$ cat config.mk
export PLATFORM = sky130hd
export DESIGN_NAME = ifetch_refill_ctrl
export DESIGN_NICKNAME = d
export VERILOG_FILES = /design/src/rtl/ifetch_refill_ctrl.sv
export SDC_FILE = /design/constraint.sdc
export NUM_CORES = 1
export LEC_CHECK = 0
export BUFFER_PORTS_ARGS = -buffer_cell sky130_fd_sc_hd__buf_2
export CAP_MARGIN = 10
export CORE_AREA = 2 2 208 210
export CTS_CLUSTER_DIAMETER = 120
export DETAILED_ROUTE_END_ITERATION = 10
export DIE_AREA = 0 0 210 212
export GPL_TIMING_DRIVEN = 0
export PLACE_DENSITY = 0.53
export REMOVE_ABC_BUFFERS = 1
export SETUP_SLACK_MARGIN = 0.5
export SYNTH_ARGS = -nofsm -noshare
export SYNTH_HDL_FRONTEND = slang
export SYNTH_SLANG_ARGS = --single-unit
$ cat constraint.sdc
create_clock -name clk -period 3.4 [get_ports clk]
set_clock_uncertainty 0.15 [all_clocks]
set_input_delay 0 -clock clk [delete_from_list [all_inputs] [get_ports clk]]
set_output_delay 0 -clock clk [all_outputs]
set_load 0.01 [all_outputs]
$ cat src/rtl/ifetch_refill_ctrl.sv
// Instruction-side refill controller: forwards cache hits to the fetch queue,
// or fetches a full line from instruction memory, writes it into the cache
// and bypasses it to the fetch queue. Redirects squash results, but any
// granted memory transaction is always drained to completion.
//
// state | meaning
// ------+-------------------------------------------------------------
// IDLE  | waiting for a fetch; hits are forwarded combinationally
// REQ   | memory request held until granted (or dropped on redirect)
// FILL  | collecting read beats into line_buf
// WRITE | single cycle: write line to cache, bypass it to the fetch queue
// DRAIN | squashed refill; absorb remaining beats, discard data
module ifetch_refill_ctrl #(
    parameter int DATA_WIDTH       = 32,
    parameter int CACHE_LINE_WIDTH = 128
) (
    input  logic                        clk,
    input  logic                        rst,
    input  logic                        fetch_req,
    input  logic [DATA_WIDTH-1:0]       fetch_addr,
    input  logic                        redirect,
    input  logic                        cache_hit,
    input  logic [CACHE_LINE_WIDTH-1:0] cache_rdata,
    output logic [CACHE_LINE_WIDTH-1:0] d_out,
    output logic                        d_out_valid,
    output logic                        fill_we,
    output logic [DATA_WIDTH-1:0]       fill_addr,
    output logic [CACHE_LINE_WIDTH-1:0] fill_data,
    output logic                        mem_req,
    output logic [DATA_WIDTH-1:0]       mem_addr,
    input  logic                        mem_gnt,
    input  logic                        mem_rvalid,
    input  logic [DATA_WIDTH-1:0]       mem_rdata,
    output logic                        busy,
    output logic [15:0]                 refill_count
);

    localparam int BEATS = CACHE_LINE_WIDTH / DATA_WIDTH;
    localparam int CNT_W = $clog2(BEATS);
    localparam logic [CNT_W-1:0] LAST_BEAT = CNT_W'(BEATS - 1);

    localparam logic [2:0] IDLE  = 3'd0;
    localparam logic [2:0] REQ   = 3'd1;
    localparam logic [2:0] FILL  = 3'd2;
    localparam logic [2:0] WRITE = 3'd3;
    localparam logic [2:0] DRAIN = 3'd4;

    logic [2:0]                  state;
    logic [CNT_W-1:0]            beat_cnt;
    logic [DATA_WIDTH-1:0]       line_addr;
    logic [CACHE_LINE_WIDTH-1:0] line_buf;

    // The offset-within-line bits of the fetch PC never matter for a line fetch.
    logic unused_addr_bits;
    assign unused_addr_bits = ^fetch_addr[3:0];

    // Sequencing FSM, beat collection and refill bookkeeping.
    always_ff @(posedge clk) begin
        if (rst) begin
            state        <= IDLE;
            beat_cnt     <= '0;
            line_addr    <= '0;
            line_buf     <= '0;
            refill_count <= '0;
        end else begin
            case (state)
                IDLE: begin
                    if (fetch_req && !cache_hit && !redirect) begin
                        line_addr <= {fetch_addr[DATA_WIDTH-1:4], 4'b0000};
                        state     <= REQ;
                    end
                end
                REQ: begin
                    if (mem_gnt) begin
                        beat_cnt <= '0;
                        state    <= redirect ? DRAIN : FILL;
                    end else if (redirect) begin
                        state <= IDLE;
                    end
                end
                FILL: begin
                    if (mem_rvalid) begin
                        for (int i = 0; i < BEATS; i++) begin
                            if (beat_cnt == i[CNT_W-1:0]) begin
                                line_buf[i*DATA_WIDTH +: DATA_WIDTH] <= mem_rdata;
                            end
                        end
                        beat_cnt <= beat_cnt + 1'b1;
                        // A complete line is good data even if a redirect arrives with it.
                        if (beat_cnt == LAST_BEAT) begin
                            state        <= WRITE;
                            refill_count <= refill_count + 16'd1;
                        end else if (redirect) begin
                            state <= DRAIN;
                        end
                    end else if (redirect) begin
                        state <= DRAIN;
                    end
                end
                WRITE: begin
                    state <= IDLE;
                end
                DRAIN: begin
                    if (mem_rvalid) begin
                        beat_cnt <= beat_cnt + 1'b1;
                        if (beat_cnt == LAST_BEAT) begin
                            state <= IDLE;
                        end
                    end
                end
                default: begin
                    state <= IDLE;
                end
            endcase
        end
    end

    // Output decode from the current state.
    always_comb begin
        d_out       = cache_rdata;
        d_out_valid = 1'b0;
        fill_we     = 1'b0;
        fill_addr   = '0;
        fill_data   = '0;
        mem_req     = 1'b0;
        mem_addr    = '0;
        case (state)
            IDLE: begin
                d_out_valid = !rst && fetch_req && cache_hit && !redirect;
            end
            REQ: begin
                mem_req  = 1'b1;
                mem_addr = line_addr;
            end
            WRITE: begin
                fill_we     = 1'b1;
                fill_addr   = line_addr;
                fill_data   = line_buf;
                d_out       = line_buf;
                d_out_valid = fetch_req && !redirect;
            end
            default: ;
        endcase
    end

    assign busy = (state != IDLE);

endmodule

=== Word-level counts from Yosys, hierarchy flattened ===
Index checks and enable logic that the tools add are counted.

* Output and inout port bits: 340
* Word-level logic and storage cells: 64
* Flip-flop bits (word level): 177

* Equality and inequality tests: 13
* Multiplexer cells: 20
* Reduce and logical (&&, ||, !) cells: 21
* $add $sub $neg: 2

{| class="wikitable"
|+ Operator list
! kind !! count
|-
| two-way mux 128 bit || 2
|-
| two-way mux 32 bit || 2
|-
| two-way mux 3 bit || 9
|-
| adder 16 x 1 -> 16 bit (second input constant) || 1
|-
| AND reduction 3 bit || 5
|-
| case mux 3 bit (4 select lines) || 1
|-
| != test 2 bit (second input constant) || 4
|-
| equality test 3 x 2 -> 1 bit (second input constant) || 2
|-
| logical AND 1 bit || 6
|-
| equality test 2 bit (second input constant) || 2
|-
| two-way mux 2 bit || 2
|-
| case mux 2 bit (2 select lines) || 1
|-
| AND reduction 4 bit || 1
|-
| equality test 3 x 1 -> 1 bit (second input constant) || 1
|-
| equality test 3 bit (second input constant) || 1
|-
| logical NOT 1 bit || 3
|-
| logical NOT 3 bit || 1
|-
| != test 3 bit (second input constant) || 1
|-
| nonzero test 3 bit || 1
|-
| adder 2 x 1 -> 2 bit (second input constant) || 1
|-
| equality test 2 x 1 -> 1 bit (second input constant) || 1
|-
| logical NOT 2 bit || 1
|-
| two-way mux 1 bit || 2
|-
| != test 2 x 1 -> 1 bit (second input constant) || 1
|-
| other kinds (4) || 4
|}

=== Longest topological paths before layout ===
* Depth after elaboration: 5
* Depth in mapped cells: 8
* Depth with buffers taken out: 5

=== Worst setup path after synthesis ===
No wires, ideal clock.

* Path kind: reg2reg
* Start point: register beat_cnt[0]
* End point: register refill_count[13]
* Path slack: 1.412 ns
* Buffers on the path: 1
* Period minus slack after synthesis: 1.988 ns
* Arrival: 1.768 ns
* Stages on the path, launching flop included: 7
* Cell sequence: dfxtp_1 > ha_1 > nand4_1 > or3_1 > buf_2 > or4_1 > a21oi_1

* Word-level cells in the longest chain between the ends: 2

{| class="wikitable"
|+ Ends and longest elaborated chain
! what !! line !! text
|-
| from (decl) || 49 || <nowiki>logic [CNT_W-1:0] beat_cnt;</nowiki>
|-
| from (signal assigned) || 88 || <nowiki>beat_cnt <= beat_cnt + 1'b1;</nowiki>
|-
| from (signal assigned) || 105 || <nowiki>beat_cnt <= beat_cnt + 1'b1;</nowiki>
|-
| equality test 2 bit || 90 || <nowiki>if (beat_cnt == LAST_BEAT) begin</nowiki>
|-
| AND reduction 3 bit (no source line) || -- ||
|-
| to (signal assigned) || 92 || <nowiki>refill_count <= refill_count + 16'd1;</nowiki>
|-
| to (decl) || 35 || <nowiki>output logic [15:0] refill_count</nowiki>
|}

No other way between the ends.
A chain may end at the register's enable or synchronous reset.

=== Worst setup path after layout ===
* Start point: register state[2]
* End point: output d_out[74]

* Word-level cells in the longest chain between the ends: 2

{| class="wikitable"
|+ Ends and longest elaborated chain
! what !! line !! text
|-
| from (decl) || 48 || <nowiki>logic [2:0] state;</nowiki>
|-
| from (signal assigned) || 76 || <nowiki>state <= redirect ? DRAIN : FILL;</nowiki>
|-
| equality test 3 x 2 -> 1 bit || 127 || <nowiki>case (state)</nowiki>
|-
| two-way mux 128 bit || 127 ||
|-
| to (decl) || 24 || <nowiki>output logic [CACHE_LINE_WIDTH-1:0] d_out,</nowiki>
|}

No other way between the ends.

==> results.md <==
* Switching part of the total power at 0.243
* Share of total power in sequential cells at 0.459
* Peak ir drop on the vdd network at 321 uV
* Number of optimization iterations in the first detailed-route pass at 5
* Actual transition at the worst max-transition pin at 0.994 ns
* Standby leakage power at 6.15 nW
* Maximum Capacitance Violations at 0
* GRT Util Overall at 0.156
* Share of post-route cells with drive strength above 1 at 0.409
* Adder-Cell Fraction of Synth Area at 0.00671
* Prevailing post-synth register cell: sky130_fd_sc_hd__dfxtp_1
* Number of global-route vias before repair at 9353
* Worst Hold Path Cells at 3
* Clock insertion delay at the later pin of the skew report at 0.44 ns
* XOR/XNOR share of the synthesized area at 0.00846
* Number of enable flip-flop cells after synthesis at 0
* Critical Path Sink Type: output port
* Remaining antenna violation count at 0
* Least setup slack across all paths after layout at 0.658 ns
* Port Buffer Count at 526
* Area of all placed cells without fillers at 14100 sq um
* Cell at the root of the clock tree: sky130_fd_sc_hd__clkbuf_16
* Synthesized area divided by synthesized cell count at 7.89 sq um
* Initial core utilization at 0.219
* Setup slack on the worst flop-to-flop path at 0.69 ns
* Number of pins exceeding their max-slew limit in the final report at 0
* Fraction of registers with async set/reset at 0
* Worst setup SP type: register
* Filler cells at 4522
* Post-synthesis simple-gate area fraction at 0.298
* Clock Path Buffers at 2
* DP Wirelength at 26300 um
* P_int at 0.00346 W
* Top-area cell type share of the netlist area at 0.380
* Wire length of the first global-routing pass at 53500 um
* Cell taking the most area after synthesis: sky130_fd_sc_hd__dfxtp_1
* Io pins at 539
* Area fraction in compound gates after synthesis at 0.0967
* Overflow left after global routing at 0
* Area growth from synthesis to final layout at 51.3%
* Detailed-route vias per instance at 4.35
* Area after detailed placement at 12500 sq um
* RSZ-0062 raised after global routing: false
* Drt drc at 0
* Gate power share at 0.111
* Global placer's final weighted congestion at 0.797
* Proportion of power drawn by the clock network at 0.430
* Post-route core utilization at 0.332
* Total number of H-tree levels at 4
* Data required time of the worst path at 3.25 ns
* Average wire per standard cell at 15.8 um
* Worst setup timing slack at the placement stage at -0.0345 ns
* Min-Delay Startpoint: cache_rdata[17]
* Die Span Y at 212 um
* Die width at 210 um
* Pin count of the biggest net entering global routing at 105
* Max Freq at 0.365 GHz
* Layout Nets at 1946
* Reported net switching power at 0.00111 W
* Cell area power density at 324 nW/um^2
* CTS tree: yes
* Highest fanout seen on the critical path at 103
* Final setup violation count at 0
* Post-synthesis cell count at 1181
* Hold violation total from the final report at 0
* Standard-cell rows at 76
* Mux contribution to synthesized area at 0.157
* Crit share post-route at 0.807
* Clock period minus final worst setup slack at 2.74 ns
* Worst-path clk slew at 0.06 ns
* Worst slew slack as a fraction of its limit at 0.337
* Top post-synthesis cells by area: sky130_fd_sc_hd__dfxtp_1 (38%), sky130_fd_sc_hd__mux2_2 (16%), sky130_fd_sc_hd__nand2_1 (13%)
* Synth unique cells at 40
* Worst Hold Endpoint: d_out[17]
* Die Outline Area at 44500 sq um
* CTS buffer count at 17
* Crit path DAT at 2.59 ns
* CTS sink cnt at 177
* Detailed router's first-iteration violation count at 374
* Number of register bits inferred by synthesis at 177
* Warning count from the yosys run at 0
* Outcome: completed
* Crit Reg-Reg Endpoint: state[1]$_SDFFE_PP0P_
* Antenna violations before repair at 2
* Category of the most critical setup path: reg2out
* Type of the worst min-delay path: in2out
* Reg2reg path depth at 4
* Summed instance area of the synthesized netlist at 9320 sq um
* Launch instance of the worst register-to-register path: state[1]$_SDFFE_PP0P_
* Main combinational cell family by area after synthesis: simple AND/OR/NAND/NOR gates
* Routed WL at 36400 um
* Area of the placeable core at 42500 sq um
* Via Count at 10000
* Part of the Yosys area used for sequential elements at 0.380
==> metal layers <==
metal,up-vias,global-route usage,routed length (um)
li1,4976,-,-
met1,4646,0.188,15400
met2,366,0.281,18500
met3,21,0.0303,2010
met4,2,0.0430,519
met5,-,0,13
==> timing repair <==
action,4_1_cts,5_1_grt
cloned,3,0
pin swaps,1,0
resized for setup,5,0
endpoints found under the hold margin,175,0
hold buffers,95,0
setup buffers,0,2
endpoints found under the setup margin,237,2
==> per-stage QoR <==
stage          setup TNS, ns  cells  total power [W]  hold slack (ns)
2_1_floorplan        -758.00   1086          0.00230          -0.0997
3_3_place_gp        -1316.44   2158          0.00257           0.0921
3_5_place_dp          -0.302   2169          0.00258           0.0963
4_1_cts                    0   2299          0.00464            0.160
5_1_grt                    0   2302          0.00476            0.170
6_report                   0   2302          0.00457            0.161
==> synthesized netlist by cell type (2+ instances only) <==
library cell,instances
sky130_fd_sc_hd__inv_1,8
sky130_fd_sc_hd__o21ai_0,3
sky130_fd_sc_hd__clkbuf_1,59
sky130_fd_sc_hd__nor3b_1,4
sky130_fd_sc_hd__nand2_1,325
sky130_fd_sc_hd__buf_2,35
sky130_fd_sc_hd__buf_4,8
sky130_fd_sc_hd__xnor2_1,7
sky130_fd_sc_hd__nand3b_1,2
sky130_fd_sc_hd__o31ai_1,2
sky130_fd_sc_hd__ha_1,5
sky130_fd_sc_hd__a31oi_1,3
sky130_fd_sc_hd__and2_1,189
sky130_fd_sc_hd__nor2_1,12
sky130_fd_sc_hd__a21oi_1,167
sky130_fd_sc_hd__nand2b_1,2
sky130_fd_sc_hd__or4_1,2
sky130_fd_sc_hd__dfxtp_1,177
sky130_fd_sc_hd__nand4_1,3
sky130_fd_sc_hd__or4b_1,2
sky130_fd_sc_hd__mux2_2,129
sky130_fd_sc_hd__nor3_1,6
sky130_fd_sc_hd__nor4_1,6
sky130_fd_sc_hd__xor2_1,2
sky130_fd_sc_hd__nand3_1,8
==> registers in the layout (all words and copies together), names as in the netlist <==
| register | count |
|---|---|
| beat_cnt | 2 |
| line_addr | 28 |
| line_buf | 128 |
| refill_count | 16 |
| state | 3 |
==> worst max-delay path, cell delays in order (launching register included) <==
cell	delay, ns
sky130_fd_sc_hd__dfxtp_1	0.60
sky130_fd_sc_hd__inv_1	0.27
sky130_fd_sc_hd__and3_4	0.27
sky130_fd_sc_hd__buf_4	0.17
sky130_fd_sc_hd__buf_16	0.19
sky130_fd_sc_hd__mux2_2	0.39
sky130_fd_sc_hd__buf_2	0.15
==> how the worst max path moves through the flow <==
stage | start | end | cells after the start
after detailed placement | state[1]$_SDFFE_PP0P_ | line_buf[6]$_SDFFE_PP0P_ | 4
after CTS | state[2]$_SDFFE_PP0P_ | d_out[74] | 5
after floorplan | state[0]$_SDFFE_PP0P_ | d_out[0] | 2
after global placement | state[0]$_SDFFE_PP0P_ | d_out[74] | 3
after global routing | state[1]$_SDFFE_PP0P_ | state[1]$_SDFFE_PP0P_ | 4
final | state[2]$_SDFFE_PP0P_ | d_out[74] | 6
==> power groups by stage <==
stage	combinational, W	sequential, W	clock [W]
3_5_place_dp	0.000433	0.00214	0
6_report	0.000508	0.00210	0.00197
4_1_cts	0.000510	0.00210	0.00204
3_3_place_gp	0.000423	0.00214	0
2_1_floorplan	0.000162	0.00214	0
5_1_grt	0.000549	0.00210	0.00212
==> final cells by class <==
cell class,instances,area [sq um],share of cell area
multi-input cells,904,5380,0.382
clock buffers,23,458,0.0325
repair buffers,634,3890,0.276
inverters,8,30.0,0.00213
clock inverters,9,109,0.00772
well taps,546,683,0.0485
diodes,1,2.50,0.000178
flip-flops and latches,177,3550,0.252
==> logic make-up (layout without fill, tap and decap cells) <==
group	Yosys count	after routing
AND/OR/NAND/NOR	572	575
other	1	9
XOR/XNOR	9	9
AO/OA/AOI/OAI	177	177
buffers and inverters	110	674
flip-flops	177	177
multiplexers	130	130
adder cells (fa/ha/maj)	5	5
==> cell usage in the layout (no fill, tap or decap), types with 4 or more instances in the layout <==
cell type,instances
sky130_fd_sc_hd__clkbuf_1,5
sky130_fd_sc_hd__buf_16,9
sky130_fd_sc_hd__nand3_1,8
sky130_fd_sc_hd__clkbuf_16,17
sky130_fd_sc_hd__dlygate4sd3_1,95
sky130_fd_sc_hd__nand2_2,4
sky130_fd_sc_hd__and2_1,185
sky130_fd_sc_hd__ha_1,5
sky130_fd_sc_hd__nor3_1,6
sky130_fd_sc_hd__conb_1,8
sky130_fd_sc_hd__mux2_2,129
sky130_fd_sc_hd__nor4_1,6
sky130_fd_sc_hd__dfxtp_1,175
sky130_fd_sc_hd__a21oi_1,167
sky130_fd_sc_hd__inv_1,8
sky130_fd_sc_hd__nor2_1,12
sky130_fd_sc_hd__buf_2,525
sky130_fd_sc_hd__xnor2_1,7
sky130_fd_sc_hd__nand2_1,321
(Power assumes the default switching activity.)
